### src/rtl/miner_pkg.sv
// miner_pkg: shared widths and dispatcher FSM states for the miner datapath.
package miner_pkg;
  localparam int DEF_NONCE_W = 32;
  localparam int DEF_HASH_W = 24;
  typedef enum logic [1:0] {IDLE, ISSUE, DRAIN, DONE} state_t;
endpackage

### src/rtl/nonce_dispatcher_if.sv
// nonce_dispatcher_if: dispatcher <-> hash core/comparator link.
interface nonce_dispatcher_if import miner_pkg::*; #(
  parameter int NONCE_W = DEF_NONCE_W,
  parameter int HASH_W = DEF_HASH_W
);
  logic [NONCE_W-1:0] nonce;
  logic nonce_valid;
  logic nonce_ready;
  logic hash_done;
  logic valid;
  logic [HASH_W-1:0] bounty;
  modport master(output nonce, nonce_valid, input nonce_ready, hash_done, valid, bounty);
  modport slave(input nonce, nonce_valid, output nonce_ready, hash_done, valid, bounty);
endinterface

### src/rtl/nonce_tag_fifo.sv
// nonce_tag_fifo: in-order FIFO of outstanding nonces awaiting their hash result.
module nonce_tag_fifo #(
  parameter int WIDTH = 32,
  parameter int DEPTH = 4
) (
  input  logic clk,
  input  logic reset,
  input  logic push,
  input  logic pop,
  input  logic [WIDTH-1:0] din,
  output logic [WIDTH-1:0] head,
  output logic full,
  output logic empty,
  output logic [$clog2(DEPTH):0] count
);
  localparam int AW = $clog2(DEPTH);
  logic [WIDTH-1:0] mem [DEPTH];
  logic [AW-1:0] wr_ptr, rd_ptr;
  logic do_push, do_pop;
  assign do_push = push && !full;
  assign do_pop = pop && !empty;
  assign head = mem[rd_ptr];
  assign full = count == (AW+1)'(DEPTH);
  assign empty = count == '0;
  always_ff @(posedge clk) begin
    if (reset) begin
      wr_ptr <= '0;
      rd_ptr <= '0;
      count <= '0;
    end else begin
      if (do_push) begin
        mem[wr_ptr] <= din;
        wr_ptr <= wr_ptr + 1'b1;
      end
      if (do_pop) rd_ptr <= rd_ptr + 1'b1;
      count <= count + (AW+1)'(do_push) - (AW+1)'(do_pop);
    end
  end
endmodule

### src/rtl/nonce_dispatcher.sv
// nonce_dispatcher: issues nonces to the hash core, pairs verdicts with their nonce,
// latches the first winner or flags an exhausted range.
module nonce_dispatcher import miner_pkg::*; #(
  parameter int NONCE_W = DEF_NONCE_W,
  parameter int HASH_W = DEF_HASH_W,
  parameter int INFLIGHT = 4
) (
  input  logic clk,
  input  logic reset,
  input  logic start,
  input  logic [NONCE_W-1:0] nonce_first,
  input  logic [NONCE_W-1:0] nonce_last,
  nonce_dispatcher_if.master core,
  output logic busy,
  output logic found,
  output logic [NONCE_W-1:0] found_nonce,
  output logic [HASH_W-1:0] found_hash,
  output logic exhausted,
  output logic [NONCE_W-1:0] attempts,
  output logic proto_err
);
  localparam int CW = $clog2(INFLIGHT) + 1;
  state_t state, state_n;
  logic [NONCE_W-1:0] ctr, last_nonce, head;
  logic [CW-1:0] count;
  logic full, empty, push, pop, win, launch, drained;
  assign launch = start && (state == IDLE || state == DONE);
  assign core.nonce = ctr;
  assign core.nonce_valid = state == ISSUE && !full;
  assign push = core.nonce_valid && core.nonce_ready;
  assign pop = core.hash_done && !empty;
  assign win = pop && core.valid && !found;
  // DRAIN may finish on the very edge that pops the last entry
  assign drained = empty || (pop && count == CW'(1));
  assign busy = state == ISSUE || state == DRAIN;
  nonce_tag_fifo #(.WIDTH(NONCE_W), .DEPTH(INFLIGHT)) u_fifo (
    .clk(clk),
    .reset(reset),
    .push(push),
    .pop(pop),
    .din(ctr),
    .head(head),
    .full(full),
    .empty(empty),
    .count(count)
  );
  always_comb begin
    state_n = launch ? ISSUE
            : (state == ISSUE && (win || (push && ctr == last_nonce))) ? DRAIN
            : (state == DRAIN && drained) ? DONE
            : state;
  end
  always_ff @(posedge clk) begin
    if (reset) begin
      state <= IDLE;
      ctr <= '0;
      last_nonce <= '0;
      found <= 1'b0;
      found_nonce <= '0;
      found_hash <= '0;
      exhausted <= 1'b0;
      attempts <= '0;
      proto_err <= 1'b0;
    end else begin
      state <= state_n;
      if (core.hash_done && empty) proto_err <= 1'b1;
      if (launch) begin
        ctr <= nonce_first;
        last_nonce <= nonce_last;
        found <= 1'b0;
        exhausted <= 1'b0;
        attempts <= '0;
      end else begin
        if (push && ctr != last_nonce) ctr <= ctr + 1'b1;
        if (pop && ~&attempts) attempts <= attempts + 1'b1;
        if (win) begin
          found <= 1'b1;
          found_nonce <= head;
          found_hash <= core.bounty;
        end
        if (state == DRAIN && drained && !found && !win) exhausted <= 1'b1;
      end
    end
  end
endmodule
### src/flat_wrapper.sv
// flat-port wrapper written by rule: the top's interface ports become plain ports
module nonce_dispatcher_flat import miner_pkg::*;
#(
  parameter int NONCE_W = DEF_NONCE_W,
  parameter int HASH_W = DEF_HASH_W,
  parameter int INFLIGHT = 4
)
  (clk, reset, start, nonce_first, nonce_last, busy, found, found_nonce, found_hash, exhausted, attempts, proto_err, core_nonce, core_nonce_valid, core_nonce_ready, core_hash_done, core_valid, core_bounty);
  nonce_dispatcher_if #(.NONCE_W(NONCE_W), .HASH_W(HASH_W)) core_i ();
  input  logic clk;
  input  logic reset;
  input  logic start;
  input  logic [NONCE_W-1:0] nonce_first;
  input  logic [NONCE_W-1:0] nonce_last;
  output logic busy;
  output logic found;
  output logic [NONCE_W-1:0] found_nonce;
  output logic [HASH_W-1:0] found_hash;
  output logic exhausted;
  output logic [NONCE_W-1:0] attempts;
  output logic proto_err;
  output wire logic [$bits(core_i.nonce)-1:0] core_nonce;
  output wire logic [$bits(core_i.nonce_valid)-1:0] core_nonce_valid;
  input wire logic [$bits(core_i.nonce_ready)-1:0] core_nonce_ready;
  input wire logic [$bits(core_i.hash_done)-1:0] core_hash_done;
  input wire logic [$bits(core_i.valid)-1:0] core_valid;
  input wire logic [$bits(core_i.bounty)-1:0] core_bounty;
  assign core_nonce = core_i.nonce;
  assign core_nonce_valid = core_i.nonce_valid;
  assign core_i.nonce_ready = core_nonce_ready;
  assign core_i.hash_done = core_hash_done;
  assign core_i.valid = core_valid;
  assign core_i.bounty = core_bounty;
  nonce_dispatcher #(.NONCE_W(NONCE_W), .HASH_W(HASH_W), .INFLIGHT(INFLIGHT)) u_core (.clk(clk), .reset(reset), .start(start), .nonce_first(nonce_first), .nonce_last(nonce_last), .core(core_i), .busy(busy), .found(found), .found_nonce(found_nonce), .found_hash(found_hash), .exhausted(exhausted), .attempts(attempts), .proto_err(proto_err));
endmodule
### config.mk
export PLATFORM = sky130hd
export DESIGN_NAME = nonce_dispatcher_flat
export DESIGN_NICKNAME = d
export VERILOG_FILES = /design/src/rtl/miner_pkg.sv /design/src/rtl/nonce_dispatcher_if.sv /design/src/rtl/nonce_tag_fifo.sv /design/src/rtl/nonce_dispatcher.sv /design/src/flat_wrapper.sv
export SDC_FILE = /design/constraint.sdc
export NUM_CORES = 1
export LEC_CHECK = 0
export CORE_MARGIN = 2
export CORE_UTILIZATION = 33
export CTS_BUF_LIST = sky130_fd_sc_hd__clkbuf_4 sky130_fd_sc_hd__clkbuf_8
export DETAILED_ROUTE_END_ITERATION = 6
export DONT_BUFFER_PORTS = 1
export GPL_TIMING_DRIVEN = 0
export PLACE_DENSITY = 0.57
export SLEW_MARGIN = 20
export SYNTH_ARGS = -nofsm -noshare
export SYNTH_HDL_FRONTEND = slang
export SYNTH_SLANG_ARGS = --single-unit
### constraint.sdc
create_clock -name clk -period 7.1 [get_ports clk]
set_input_delay 1.42 -clock clk [delete_from_list [all_inputs] [get_ports clk]]
set_output_delay 1.42 -clock clk [all_outputs]
set_load 0.005 [all_outputs]
==> results of run 1 <==
## stage by stage
| stage | hold WS [ns] | cell area, sq um | worst slack, ns | power, mW |
|---|---|---|---|---|
| after floorplan | 0.449 | 11800 | 3.97 | 2.47 |
| after global placement | 0.456 | 12400 | 3.06 | 2.68 |
| after detailed placement | 0.462 | 12500 | 3.02 | 2.70 |
| after CTS | 0.469 | 13500 | 3.70 | 4.29 |
| after global routing | 0.484 | 13500 | 3.52 | 4.43 |
| final | 0.467 | 13500 | 3.73 | 4.23 |
## cells in the mapped netlist (all sizes together) (18+ instances only)
library cell and n:
nand2 213, dfxtp 164, edfxtp 128, a21oi 94
nor2 80, xnor2 57, clkbuf 43, xor2 35
mux4 32, nand3 32, nand4 22, inv 18
## cells by family (layout without fill, tap and decap cells)
kind of cell	after synthesis	in the layout	synth area share
other	0	2	0
buffers and inverters	75	172	0.0245
adders and majority gates	11	11	0.0123
and+or+nand+nor	407	407	0.157
AOI/OAI and AO/OA	145	145	0.0710
muxes	33	33	0.0620
xor gates and xnor gates	92	92	0.0684
DFF	292	292	0.605
## power groups by stage
stage | Combinational (mW) | Sequential [mW] | Clock [mW]
after global placement | 0.615 | 2.07 | 0
after floorplan | 0.467 | 2.01 | 0
after detailed placement | 0.629 | 2.07 | 0
final | 0.617 | 2.04 | 1.57
after CTS | 0.631 | 2.04 | 1.62
after global routing | 0.690 | 2.05 | 1.69
## how the worst max path moves through the flow
stage / start / endpoint / slack, ns / depth (start not counted)
floorplan: core_nonce_ready / u_core.u_fifo.mem[0][0] / 3.97 / 4
global placement: core_hash_done / u_core.found_nonce[23] / 3.06 / 8
detailed placement: core_hash_done / u_core.found_nonce[23] / 3.02 / 8
CTS: core_hash_done / u_core.found_nonce[12] / 3.70 / 8
global route: core_hash_done / u_core.found_nonce[6] / 3.52 / 8
finish: core_hash_done / u_core.found_nonce[23] / 3.73 / 8
## final cells by class
type                       count  area, sq um  share of cell area
clock inverter                10         62.6             0.00463
timing repair buffer           4          103             0.00759
clock buffer                  83          986              0.0729
antenna                        2         5.00            0.000370
sequential                   292         7130               0.527
buffer                        57          221              0.0164
tap                          461          577              0.0427
multi-input combinational    688         4370               0.323
inverter                      18         67.6             0.00500
## state kept, by name (all words and copies together), names as in the netlist, 2 cells and up
| name | cells |
|---|---|
| u_core.attempts | 32 |
| u_core.core.nonce | 32 |
| u_core.found_hash | 24 |
| u_core.found_nonce | 32 |
| u_core.last_nonce | 32 |
| u_core.state | 2 |
| u_core.u_fifo.count | 3 |
| u_core.u_fifo.mem | 128 |
| u_core.u_fifo.rd_ptr | 2 |
| u_core.u_fifo.wr_ptr | 2 |
## layer usage
metal	share of wire	global-route usage
met5	0	0
met1	0.43	0.214
met4	0.023	0.0600
met3	0.088	0.0549
met2	0.46	0.278
## cells in the final DEF, fill, tap and decap left out, types with 3 or more instances in the layout
cell,count
clkinv_2,3
inv_1,18
mux4_2,32
clkbuf_1,43
buf_1,10
a31oi_1,3
nor2b_1,3
a311oi_1,4
or3_1,3
nand4_1,20
nand3_1,32
buf_2,3
nor2_1,79
a211oi_1,16
nand2_1,213
a21oi_1,94
clkbuf_4,25
edfxtp_1,128
nor3_1,9
dfxtp_1,164
o21ai_0,16
and2_1,7
clkinv_1,4
xor2_1,35
ha_1,10
nor4_1,3
and2_2,4
and4_1,7
buf_16,3
and3_1,13
clkbuf_8,58
nand2b_1,3
xnor2_1,57
## worst min-delay path, cell delays in order, from the launching register on
cell and delay [ns]:
dfxtp_1 0.31, nand2_1 0.05, a21oi_1 0.05
==> metrics.md, run 1 <==
| Metric | Value |
|---|---|
| Tcrit/Tclk final | `0.474` |
| PostCTS Resize Cnt | `0` |
| Initial antenna violation count | `4` |
| RSZ-0062 raised after global routing | `no` |
| TritonCTS Buffers | `about 50` |
| DRC | `0` |
| Postcts setup bufs | `0` |
| Worst Path Buf+Inv | `3` |
| Syn Area/Cell | `between 10 and 15 sq um` |
| Ys async rst share | `0` |
| Flop pwr share | `0.482` |
| Status | `complete, no violations` |
| Synth top area share | `0.326` |
| Hold Crit Class | `flop to flop` |
| Die H | `around 190 um` |
| Post-DRT Antenna Nets | `0` |
| Dpl cells | `between 1500 and 2000` |
| Layout Cells excl Fill | `approximately 1600` |
| Delay-heaviest family, CP | `buffers and inverters` |
| EDFF count, synth | `128` |
| Crit path required time | `7.64 ns` |
| Power per cell area | `roughly 310 nW/um^2` |
| Layout cells sized above 1 | `0.123` |
| Reg clk slew, reported paths | `0.06 ns` |
| Register area share after synthesis | `0.605` |
| Vias in the first global route | `around 7700` |
| Nets | `about 1200` |
| R2R Path End | `u_core.found_nonce[23]` |
| Worst slew pin tran | `0.910 ns` |
| Critical path launch point type | `primary input` |
| CTS Hold Bufs | `0` |
| IO Pins | `~220` |
| Final WL | `roughly 32 mm` |
| Largest net degree at the start of global routing | `24` |
| Fin crit period | `~3.4 ns` |
| Sw frac | `0.284` |
| Avg WL per Cell | `about 20 um` |
| Comb power frac | `0.146` |
| Internal power | `3.03 mW` |
| Mapped Area | `11800 sq um` |
| Grt total ovfl | `0` |
| DR iter-0 viols | `roughly 440` |
| # fillers | `approximately 3500` |
| CP dominant cell by count | `nand2_1` |
| Maximum vdd ir drop | `between 0.00015 and 0.0002 V` |
| Drt pass-1 iters | `5` |
| Reg-to-reg startpoint | `u_core.u_fifo.count[1]` |
| Vias per inst | `a little under 5` |
| Vias | `7991` |
| RD Place Congestion | `approximately 0.83` |
| Die area | `37200 sq um` |
| Synth Flop Type | `dfxtp_1` |
| Hold path endpoint | `u_core.last_nonce[31]` |
| Core Area | `35400 sq um` |
| Setup CP Type | `primary input to flop` |
| Critical path peak fanout | `10` |
| GRT Util Overall | `0.171` |
| Worst clock skew | `between 0.03 and 0.04 ns` |
| Cell count after synthesis | `1055` |
| Hold Path Depth | `2` |
| Yosys reg bits | `292` |
| CP max-delay cell | `nor3_1` |
| Die Wd | `roughly 190 um` |
| Skew-Pair Late Insertion Delay | `between 0.6 and 0.7 ns` |
| Worst EP arrival | `between 3 and 4 ns` |
| Setup TNS | `0 ns` |
| Clk buf depth | `3` |
| Pleak | `4.42 nW` |
| Critical path, cell by cell | `nand2b_1, inv_1, nand2_1, nor3_1, clkbuf_1, buf_1, nand2_1, a21oi_1` |
| Final Core Density | `0.382` |
| Max Clock Freq | `~300 MHz` |
| CP Capture Type | `flop` |
| Slew Limit Fails | `0` |
| H-tree levels | `2` |
| First-pass GRT wire length | `approximately 47 mm` |
| Slew HR | `0.393` |
| Fin. Hold Viols | `0` |
| Worst R2R Path Depth | `9` |
| Unique masters post-synth | `between 40 and 50` |
| Initial Util | `0.333` |
| Switch Pwr | `1.20 mW` |
| Max incr delay on CP | `0.68 ns` |
| Synth-to-layout area growth | `14.8%` |
| Area leader, netlist | `edfxtp_1` |
| Max Cap Violations | `0` |
| Clk root buf | `clkbuf_8` |
| IO Port Bufs | `0` |
| Min-delay src | `u_core.last_nonce[31]` |
| YS warnings | `0` |
| Setup violators final | `0` |
| DP HPWL | `23.6 mm` |
| Flop2flop setup slack | `between 3 and 4 ns` |
| Row count | `just under 70` |
| Post-Syn Nets | `approximately 1200` |
| CTS tree | `yes` |
| Clock tree sinks | `292` |
| Clk pwr share | `0.372` |
| Top cells by area, synth | `edfxtp_1, dfxtp_1, nand2_1, mux4_2, xnor2_1` |
Note: power is estimated with default switching activity, not from simulation.
==> run 2, diff against run 1 <==
==> constraint.sdc (replaced) <==
create_clock -name clk -period 3.3 [get_ports clk]
set_input_delay 0.66 -clock clk [delete_from_list [all_inputs] [get_ports clk]]
set_output_delay 0.66 -clock clk [all_outputs]
set_load 0.005 [all_outputs]
==> run 2 against run 1 <==
Flip-flop and latch count did not move. Register-to-register slack worse by 3.5 ns. Wire length barely moved. Non-clock buffer count did not move. Final cell count unchanged. Global-route usage hardly changed. Clock skew is essentially flat.
==> metrics.md, run 2 (synthesis gave the netlist of run 1 again) <==
| Metric | Value |
|---|---|
| Die H | `between 150 and 200 um` |
| Worst clock skew | `about 0.04 ns` |
| Row count | `69` |
| Worst slew pin tran | `just over 0.9 ns` |
| Worst EP arrival | `~3.5 ns` |
| RSZ-0062 raised after global routing | `no` |
| Vias per inst | `4.95` |
| DRC | `0` |
| Vias | `roughly 8000` |
| Initial antenna violation count | `4` |
| Post-DRT Antenna Nets | `0` |
| Clk root buf | `clkbuf_8` |
| Layout cells sized above 1 | `0.124` |
| Slew HR | `0.393` |
| Die Wd | `around 190 um` |
| Fin. Hold Viols | `0` |
| Max Clock Freq | `roughly 340 MHz` |
| Hold Crit Class | `primary input to flop` |
| Clk buf depth | `3` |
| Max Cap Violations | `0` |
| Synth-to-layout area growth | `14.8%` |
| Fin crit period | `between 2 and 3 ns` |
| IO Pins | `approximately 220` |
| Final instance area | `13500 sq um` |
| Crit path required time | `roughly 3.8 ns` |
| CTS Hold Bufs | `0` |
| Slew Limit Fails | `0` |
| Layout Cells excl Fill | `between 1500 and 2000` |
| Core Area | `~35000 sq um` |
| Area of the multi-input gates | `between 4000 and 5000 sq um` |
| Postcts setup bufs | `0` |
| Maximum vdd ir drop | `approximately 0.00035 V` |
| Placed inst area | `roughly 12000 sq um` |
| Drt pass-1 iters | `4` |
| Die area | `37200 sq um` |
| RD Place Congestion | `~0.83` |
| Biggest register | `u_core.u_fifo.mem` |
| Critical path peak fanout | `10` |
| IO Port Bufs | `0` |
| Avg WL per Cell | `just under 20 um` |
| Most common cell after layout, fill and taps aside | `nand2_1` |
| Dpl cells | `1520` |
| Setup TNS | `0 ns` |
| Status | `complete, no violations` |
| TritonCTS Buffers | `51` |
| # fillers | `roughly 3500` |
| Final WS setup | `0.331 ns` |
| Skew-Pair Late Insertion Delay | `around 0.63 ns` |
| Largest net degree at the start of global routing | `24` |
| Final WL | `32.1 mm` |
| GRT Util Overall | `0.171` |
| Clock tree sinks | `~300` |
| Critical path launch point type | `flop` |
| Register area | `7130 sq um` |
| CTS tree | `yes` |
| Reg clk slew, reported paths | `~0.07 ns` |
| Pre-CTS WS | `-0.0201 ns` |
| Nets | `approximately 1200` |
| Pleak | `approximately 4.4 nW` |
| Power per cell area | `around 670 nW/um^2` |
| First-pass GRT wire length | `46.8 mm` |
| Setup violators final | `0` |
| DP HPWL | `roughly 24 mm` |
| Commonest cells after routing, fill and taps aside | `nand2_1, dfxtp_1, edfxtp_1` |
| Max reg flops | `128` |
| DR iter-0 viols | `416` |
| Setup CP Type | `flop to flop` |
| Vias in the first global route | `slightly below 8000` |
| H-tree levels | `2` |
| Grt total ovfl | `0` |
| Initial Util | `0.333` |
| CP Capture Type | `flop` |
| Tcrit/Tclk final | `0.900` |
## run 2: repair_timing
| item | 4_1_cts | 5_1_grt |
|---|---|---|
| hold endpoints to repair | 0 | 0 |
| gates resized for setup | 1 | 0 |
| endpoints found under the setup margin | 2 | 0 |
## run 2: final cells by class
cell class              instances  share of cell area
diodes                          2            0.000370
plain buffers                  57              0.0164
clock buffers                  83              0.0729
clock inverters                10             0.00463
inverters                      18             0.00500
multi-input cells             688               0.323
flip-flops and latches        292               0.527
well taps                     461              0.0427
repair buffers                  4             0.00759
## run 2: worst paths after layout
kind | depth (start not counted) | slack (ns) | endpoint | start
min reg2reg | 2 | 0.47 | u_core.last_nonce[31] | u_core.last_nonce[31]
max reg2reg | 9 | 0.33 | u_core.found_nonce[23] | u_core.u_fifo.count[1]
max | 9 | 0.33 | u_core.found_nonce[23] | u_core.u_fifo.count[1]
min | 2 | 0.15 | u_core.core.nonce[10] | nonce_first[10]
## run 2: power by group
part / internal (mW) / total, mW / switching, mW
combinational: 0.571 / 1.33 / 0.758
clock: 1.89 / 3.38 / 1.49
sequential: 4.05 / 4.38 / 0.336
## run 2: critical path, stage by stage, from the launching register on
cell,delay [ns]
dfxtp_1,0.43
nor3_1,0.13
nand2b_1,0.25
inv_1,0.30
nand2_1,0.14
nor3_2,0.41
clkbuf_1,0.45
buf_1,0.47
nand2_1,0.18
a21oi_1,0.14
## run 2: through the flow
step	utilization	power, mW	hold WS (ns)
6_report	0.382	9.09	0.145
5_1_grt	0.382	9.53	0.120
4_1_cts	0.382	9.22	0.101
3_5_place_dp	0.352	5.81	0.462
3_3_place_gp	0.349	5.77	0.456
2_1_floorplan	-	5.32	0.449
## run 2: routing by layer
layer	track usage	share of wire	vias to the layer above
li1	-	-	3834
met1	0.213	0.43	3839
met2	0.278	0.46	260
met3	0.0549	0.086	56
met4	0.0600	0.024	0
met5	0	0	-
